$ cat src/rtl/vliw_pkg.sv
// +----------------------------------------------------------------------------+
// | vliw_pkg: shared register-file geometry, slot latencies and decode opcodes |
// | Revision: 1.0                                                              |
// +----------------------------------------------------------------------------+
`default_nettype none

package vliw_pkg;

  localparam int REG_IDX_W   = 3;
  localparam int NUM_REGS    = 8;
  localparam int ALU_LAT_DEF = 2;
  localparam int MEM_LAT_DEF = 3;

  typedef logic [REG_IDX_W-1:0] reg_idx_t;

  typedef enum logic [4:0] {
    OP_NOOP   = 5'b00000,
    OP_STOREB = 5'b01100,
    OP_LOADB  = 5'b01101,
    OP_BRANCH = 5'b11010,
    OP_JUMP   = 5'b11110
  } slot_op_e;

  function automatic int unsigned lat_max(input int unsigned a, input int unsigned b);
    return (a > b) ? a : b;
  endfunction

endpackage

`default_nettype wire

$ cat src/rtl/sb_counter.sv
// +----------------------------------------------------------------------------+
// | sb_counter: per-register countdown until a write is readable               |
// | Revision: 1.0                                                              |
// +----------------------------------------------------------------------------+
`default_nettype none

module sb_counter #(
  parameter int CNT_W = 3
) (
  input  logic             clk,
  input  logic             reset,
  input  logic             load,
  input  logic [CNT_W-1:0] load_val,
  output logic [CNT_W-1:0] count,
  output logic             pending
);

  logic [CNT_W-1:0] count_d, count_q;

  // A new write replaces whatever is left of the older countdown.
  always_comb begin
    count_d = count_q;
    if (load) begin
      count_d = load_val;
    end else if (count_q != '0) begin
      count_d = count_q - CNT_W'(1);
    end
  end

  always_ff @(posedge clk) begin
    if (reset) begin
      count_q <= '0;
    end else begin
      count_q <= count_d;
    end
  end

  assign count   = count_q;
  assign pending = |count_q;

endmodule

`default_nettype wire

$ cat src/rtl/vliw_issue_scoreboard.sv
// +----------------------------------------------------------------------------+
// | vliw_issue_scoreboard: ID-stage RAW/WAW stall for the ALU+MEM VLIW bundle  |
// | Optional macro SB_STATS_EN adds stall_cycles / conflict_count. Rev 1.0     |
// +----------------------------------------------------------------------------+
`default_nettype none

module vliw_issue_scoreboard
  import vliw_pkg::*;
#(
  parameter int ALU_LAT = ALU_LAT_DEF,
  parameter int MEM_LAT = MEM_LAT_DEF,
  parameter int CNT_W   = 3
) (
  input  logic                 clk,
  input  logic                 reset,
  input  logic                 id_valid,
  input  logic                 flush,
  input  logic                 alu_valid,
  input  logic                 alu_useRm,
  input  logic                 alu_regWrite,
  input  logic [REG_IDX_W-1:0] alu_rm,
  input  logic [REG_IDX_W-1:0] alu_rn,
  input  logic [REG_IDX_W-1:0] alu_rd,
  input  logic                 mem_valid,
  input  logic                 mem_isLoad,
  input  logic                 mem_isStore,
  input  logic [REG_IDX_W-1:0] mem_rn,
  input  logic [REG_IDX_W-1:0] mem_rd,
  output logic                 stall,
  output logic                 issue,
  output logic [NUM_REGS-1:0]  pending,
`ifdef SB_STATS_EN
  output logic [15:0]          stall_cycles,
  output logic [7:0]           conflict_count,
`endif
  output logic                 wb_conflict
);

  localparam logic [CNT_W-1:0] ALU_LAT_C  = CNT_W'(ALU_LAT);
  localparam logic [CNT_W-1:0] MEM_LAT_C  = CNT_W'(MEM_LAT);
  localparam logic [CNT_W-1:0] BOTH_LAT_C = CNT_W'(lat_max(ALU_LAT, MEM_LAT));

  logic [CNT_W-1:0]    cnt [NUM_REGS];
  logic [NUM_REGS-1:0] ld_en;
  logic [CNT_W-1:0]    ld_val [NUM_REGS];
  logic                alu_wr, mem_ld, same_rd;
  logic                raw, waw, bundle_live;
  logic                wb_conflict_d, wb_conflict_q;

  assign alu_wr      = alu_valid & alu_regWrite;
  assign mem_ld      = mem_valid & mem_isLoad;
  assign same_rd     = alu_wr & mem_ld & (alu_rd == mem_rd);
  assign bundle_live = ~reset & id_valid & ~flush;

  // WAW blocks a write whose countdown would finish before an older one.
  always_comb begin
    raw = 1'b0;
    if (alu_valid && cnt[alu_rn] != '0)                 raw = 1'b1;
    if (alu_valid && alu_useRm && cnt[alu_rm] != '0)    raw = 1'b1;
    if (mem_valid && cnt[mem_rn] != '0)                 raw = 1'b1;
    if (mem_valid && mem_isStore && cnt[mem_rd] != '0)  raw = 1'b1;
    waw = 1'b0;
    if (alu_wr && cnt[alu_rd] > ALU_LAT_C)              waw = 1'b1;
    if (mem_ld && cnt[mem_rd] > MEM_LAT_C)              waw = 1'b1;
  end

  assign stall = bundle_live & (raw | waw);
  assign issue = bundle_live & ~(raw | waw);

  generate
    for (genvar i = 0; i < NUM_REGS; i++) begin : g_reg
      logic alu_hit, mem_hit;

      assign alu_hit  = alu_wr & (alu_rd == REG_IDX_W'(i));
      assign mem_hit  = mem_ld & (mem_rd == REG_IDX_W'(i));
      assign ld_en[i] = issue & (alu_hit | mem_hit);
      assign ld_val[i] = (alu_hit & mem_hit) ? BOTH_LAT_C :
                         alu_hit             ? ALU_LAT_C  : MEM_LAT_C;

      sb_counter #(
        .CNT_W (CNT_W)
      ) u_cnt (
        .clk      (clk),
        .reset    (reset),
        .load     (ld_en[i]),
        .load_val (ld_val[i]),
        .count    (cnt[i]),
        .pending  (pending[i])
      );
    end
  endgenerate

  always_comb begin
    wb_conflict_d = issue & same_rd;
  end

  always_ff @(posedge clk) begin
    if (reset) begin
      wb_conflict_q <= 1'b0;
    end else begin
      wb_conflict_q <= wb_conflict_d;
    end
  end

  assign wb_conflict = wb_conflict_q;

`ifdef SB_STATS_EN
  logic [15:0] stall_cycles_d, stall_cycles_q;
  logic [7:0]  conflict_count_d, conflict_count_q;

  always_comb begin
    stall_cycles_d   = stall_cycles_q;
    conflict_count_d = conflict_count_q;
    if (stall && stall_cycles_q != 16'hFFFF)          stall_cycles_d   = stall_cycles_q + 16'd1;
    if (wb_conflict_q && conflict_count_q != 8'hFF)   conflict_count_d = conflict_count_q + 8'd1;
  end

  always_ff @(posedge clk) begin
    if (reset) begin
      stall_cycles_q   <= '0;
      conflict_count_q <= '0;
    end else begin
      stall_cycles_q   <= stall_cycles_d;
      conflict_count_q <= conflict_count_d;
    end
  end

  assign stall_cycles   = stall_cycles_q;
  assign conflict_count = conflict_count_q;
`endif

endmodule

`default_nettype wire

$ cat config.mk
export PLATFORM = sky130hd
export DESIGN_NAME = vliw_issue_scoreboard
export DESIGN_NICKNAME = d
export VERILOG_FILES = /design/src/rtl/vliw_pkg.sv /design/src/rtl/sb_counter.sv /design/src/rtl/vliw_issue_scoreboard.sv
export SDC_FILE = /design/constraint.sdc
export NUM_CORES = 1
export LEC_CHECK = 0
export CORE_ASPECT_RATIO = 0.9
export CORE_MARGIN = 2
export CORE_UTILIZATION = 40
export CTS_CLUSTER_DIAMETER = 120
export DETAILED_ROUTE_END_ITERATION = 10
export PLACE_DENSITY_LB_ADDON = 0.15
export SLEW_MARGIN = 40
export SYNTH_ARGS = -nofsm -noshare
export SYNTH_HDL_FRONTEND = slang
export SYNTH_HIERARCHICAL = 1
export SYNTH_SLANG_ARGS = --single-unit
$ cat constraint.sdc
create_clock -name clk -period 4.9 [get_ports clk]
set_input_delay 1.225 -clock clk [delete_from_list [all_inputs] [get_ports clk]]
set_output_delay 1.225 -clock clk [all_outputs]
set_load 0.1 [all_outputs]
==> run metrics <==
area fraction of the dominant cell type after synthesis=19.1%; Fin Setup TNS=0 ns; count of cell types in the netlist=52; via count=2663; Worst-path clk slew=0.10 ns; fraction of final layout cells sized beyond drive strength 1=approximately 13%; Worst path max stage delay=between 0.5 and 0.6 ns; Clock Tree Root=clkbuf_8; Clock power frac=7.3%; antenna-violating nets left=0; Worst Setup EP=issue; critical path required time=3.67 ns; die area=7230 µm²; average size of a mapped cell=8.21 µm²; NetSw=1.04 mW; critical-path maximum fanout=6; Sequential Area=500 µm²; Placer Congestion=0.889; CTS buffer count=3; Chip Width=89.4 µm; row cnt=27; synthesized-area fraction occupied by adder cells=7.62%; r2r endpoint=g_reg[6].u_cnt/count[1]$_SDFFE_PP0P_; Initial Util=a little over two fifths; vias in the first global route=2459; final core occ=51.8%; WL per Instance=15.5 µm; xor/xnor share of the synthesized area=1.00%; Critical Path Source Type=input pin; worst skew pair latency=0.28 ns; Slew Limit Fails=0; multi-input logic area=approximately 2000 µm²; number of synthesized flops with an enable pin=0; CP top delay family=simple AND/OR/NAND/NOR gates; Simple-Gate Fraction of Synth Area=38.0%; Syn. warnings=6; grt total ovfl=0; maximum vdd drop=0.000409 V; routed wire length=a little over 7000 µm; Synth top cells by count=nor2b_1 (42), inv_1 (31), dfxtp_1 (25); switching portion of total power=56.5%; clk sinks=25; Clock Path Buffers=2; largest net degree at the start of global routing=25; drt pass-1 iters=4; initial antenna violation count=0; crit path DAT=3.59 ns; Cells after Synth=320; critical path class=input pin to primary output; Worst Reg-to-Reg Cells=9; Final Hold Fails=0; hold buffer count at cts=0; Via-to-Cell Ratio=5.75; largest family of logic cells by synthesized area=simple AND/OR/NAND/NOR gates; dominant synthesized flop cell=dfxtp_1; asr flop ratio synth=0%; sequential share of power=26.0%; worst-path cell chain=clkdlybuf4s50_1 > or4_1 > o2111a_1 > o41ai_2 > o2111ai_2 > nor3_4 > buf_12; max cap viols=0; Worst Max-Slew Pin Slew=0.724 ns; Area Growth Syn to Fin=23.2%; Cell Area, Synth=2630 µm²; Detailed Route Iter0 Violations=between 150 and 200; IO Port Bufs=35; CTS tree=yes; Finish-stage setup viols=0; Power Density=567 nW/µm²; Period minus WS final=between 4 and 5 ns; Pint=0.798 mW; Peak Freq=208 MHz; register area share after synthesis=19.1%; Final #Nets=roughly 420; Hold Path Class=flop to flop; status=completed; Slew Limit Headroom=between 50 and 60%; H-tree Lvls=1; post-synthesis compound-gate area fraction=25.3%; buffers plus inverters on the worst setup path=2; RR Startpoint=g_reg[3].u_cnt/count[2]$_SDFFE_PP0P_; I/O Pins=36; combinational power share=66.7%; clk_skew=approximately 0.0032 ns; core area=around 6200 µm²; first-pass GRT wire length=11900 µm; drc violations=0; Yosys top cell by area=dfxtp_1; multiplexer share of the synthesized area=2.48%; Antenna Cells=0; Worst path depth=7; flop2flop setup slack=roughly 1.4 ns; Total GRT Usage=between 20% and 30%; Detail Placement HPWL=5550 µm; P_leak=1.15 nW; CP max-delay cell=or4_1; die height=around 81 µm; Final Cycle Share=98.3%; Setup crit end kind=primary output; Fillers=631; Synth area leaders=dfxtp_1 (19%), nor2b_1 (10%), ha_1 (7.6%); CP startpoint=alu_rn[2]; Yosys reg bits=25; RSZ-0062 raised after global routing=false; count leader, synth=nor2b_1
-- timing repair --
item                                    CTS  global route
endpoints found under the setup margin    0             2
setup buffers                             0             0
gates resized for setup                   0             2
-- kinds of logic after synthesis --
kind of cell	Yosys count
adder cells (fa/ha/maj)	16
multiplexers	4
AND/OR/NAND/NOR	153
buffers and inverters	40
XOR/XNOR	3
AO/OA/AOI/OAI	77
flip-flops	25
other	2
-- power groups by stage --
stage          clock, mW  sequential (mW)  combinational, mW
2_1_floorplan          0            0.403               1.02
6_report           0.134            0.477               1.22
3_3_place_gp           0            0.478               1.25
3_5_place_dp           0            0.477               1.22
5_1_grt            0.148            0.496               1.33
4_1_cts            0.136            0.472               1.22
-- per-layer routing --
metal / vias up / global-route usage (%) / routed length, µm
met5: - / 0 / 0
met4: 0 / 4.78 / 76
met3: 11 / 3.66 / 480
met2: 79 / 33.0 / 3100
met1: 1256 / 29.4 / 3510
li1: 1317 / - / -
-- state kept, by name, summed over array words and instances (netlist names) --
| name | count |
|---|---|
| wb_conflict | 1 |
| g.u_cnt/count | 24 |
-- worst min-delay path by stage --
stage / slack [ns] / from / endpoint / cells after the start
finish: 0.69 / g_reg[1].u_cnt/count[0]$_SDFFE_PP0P_ / g_reg[1].u_cnt/count[0]$_SDFFE_PP0P_ / 2
global placement: 0.66 / g_reg[1].u_cnt/count[0]$_SDFFE_PP0P_ / g_reg[1].u_cnt/count[0]$_SDFFE_PP0P_ / 2
floorplan: 0.62 / g_reg[3].u_cnt/count[0]$_SDFFE_PP0P_ / g_reg[3].u_cnt/count[0]$_SDFFE_PP0P_ / 2
CTS: 0.70 / g_reg[1].u_cnt/count[0]$_SDFFE_PP0P_ / g_reg[1].u_cnt/count[0]$_SDFFE_PP0P_ / 2
detailed placement: 0.68 / g_reg[1].u_cnt/count[0]$_SDFFE_PP0P_ / g_reg[1].u_cnt/count[0]$_SDFFE_PP0P_ / 2
global route: 0.75 / g_reg[1].u_cnt/count[0]$_SDFFE_PP0P_ / g_reg[1].u_cnt/count[0]$_SDFFE_PP0P_ / 2
-- cell usage in the layout, fill, tap and decap left out, drive strengths merged, types with 4 or more instances in the layout --
cell           netlist  routed
ha                  16      16
nor2                 9       9
nand3               10      10
or3b                 9       9
nor2b               42      42
nor4b               17      17
conb                 2      16
a2111oi             19      19
clkdlybuf4s50        0      23
clkbuf               6       4
dfxtp               25      25
a311oi               9       9
a31oi                6       6
nand2b              10      10
nand2               14      14
nor3                13      13
or2b                 8       8
buf                  3      23
a21oi               11      11
inv                 31      31
nor4                15      15
a211oi               8       8
-- tightest hold or removal path, delay by kind of cell, from the launching register on --
family	cells	cell delay, ns
DFF	1	0.42
and+or+nand+nor	1	0.16
AOI/OAI and AO/OA	1	0.08
-- through the flow --
step	std cells	total power [mW]	instance area [µm²]	setup WS [ns]	hold slack, ns
6_report	463	1.83	3230	0.0850	0.694
2_1_floorplan	334	1.42	2690	0.255	0.623
3_3_place_gp	459	1.73	3230	0.0930	0.663
4_1_cts	463	1.83	3230	0.0590	0.699
5_1_grt	463	1.98	3230	0.0284	0.751
3_5_place_dp	459	1.69	3180	0.0632	0.685
-- layout make-up --
type | count | area share [%]
clock buffers | 4 | 1.39
inverters | 31 | 3.60
multi-input cells | 269 | 62.9
flip-flops and latches | 25 | 15.5
well taps | 87 | 3.37
repair buffers | 47 | 13.3
Power figures use the tool's default switching activity.
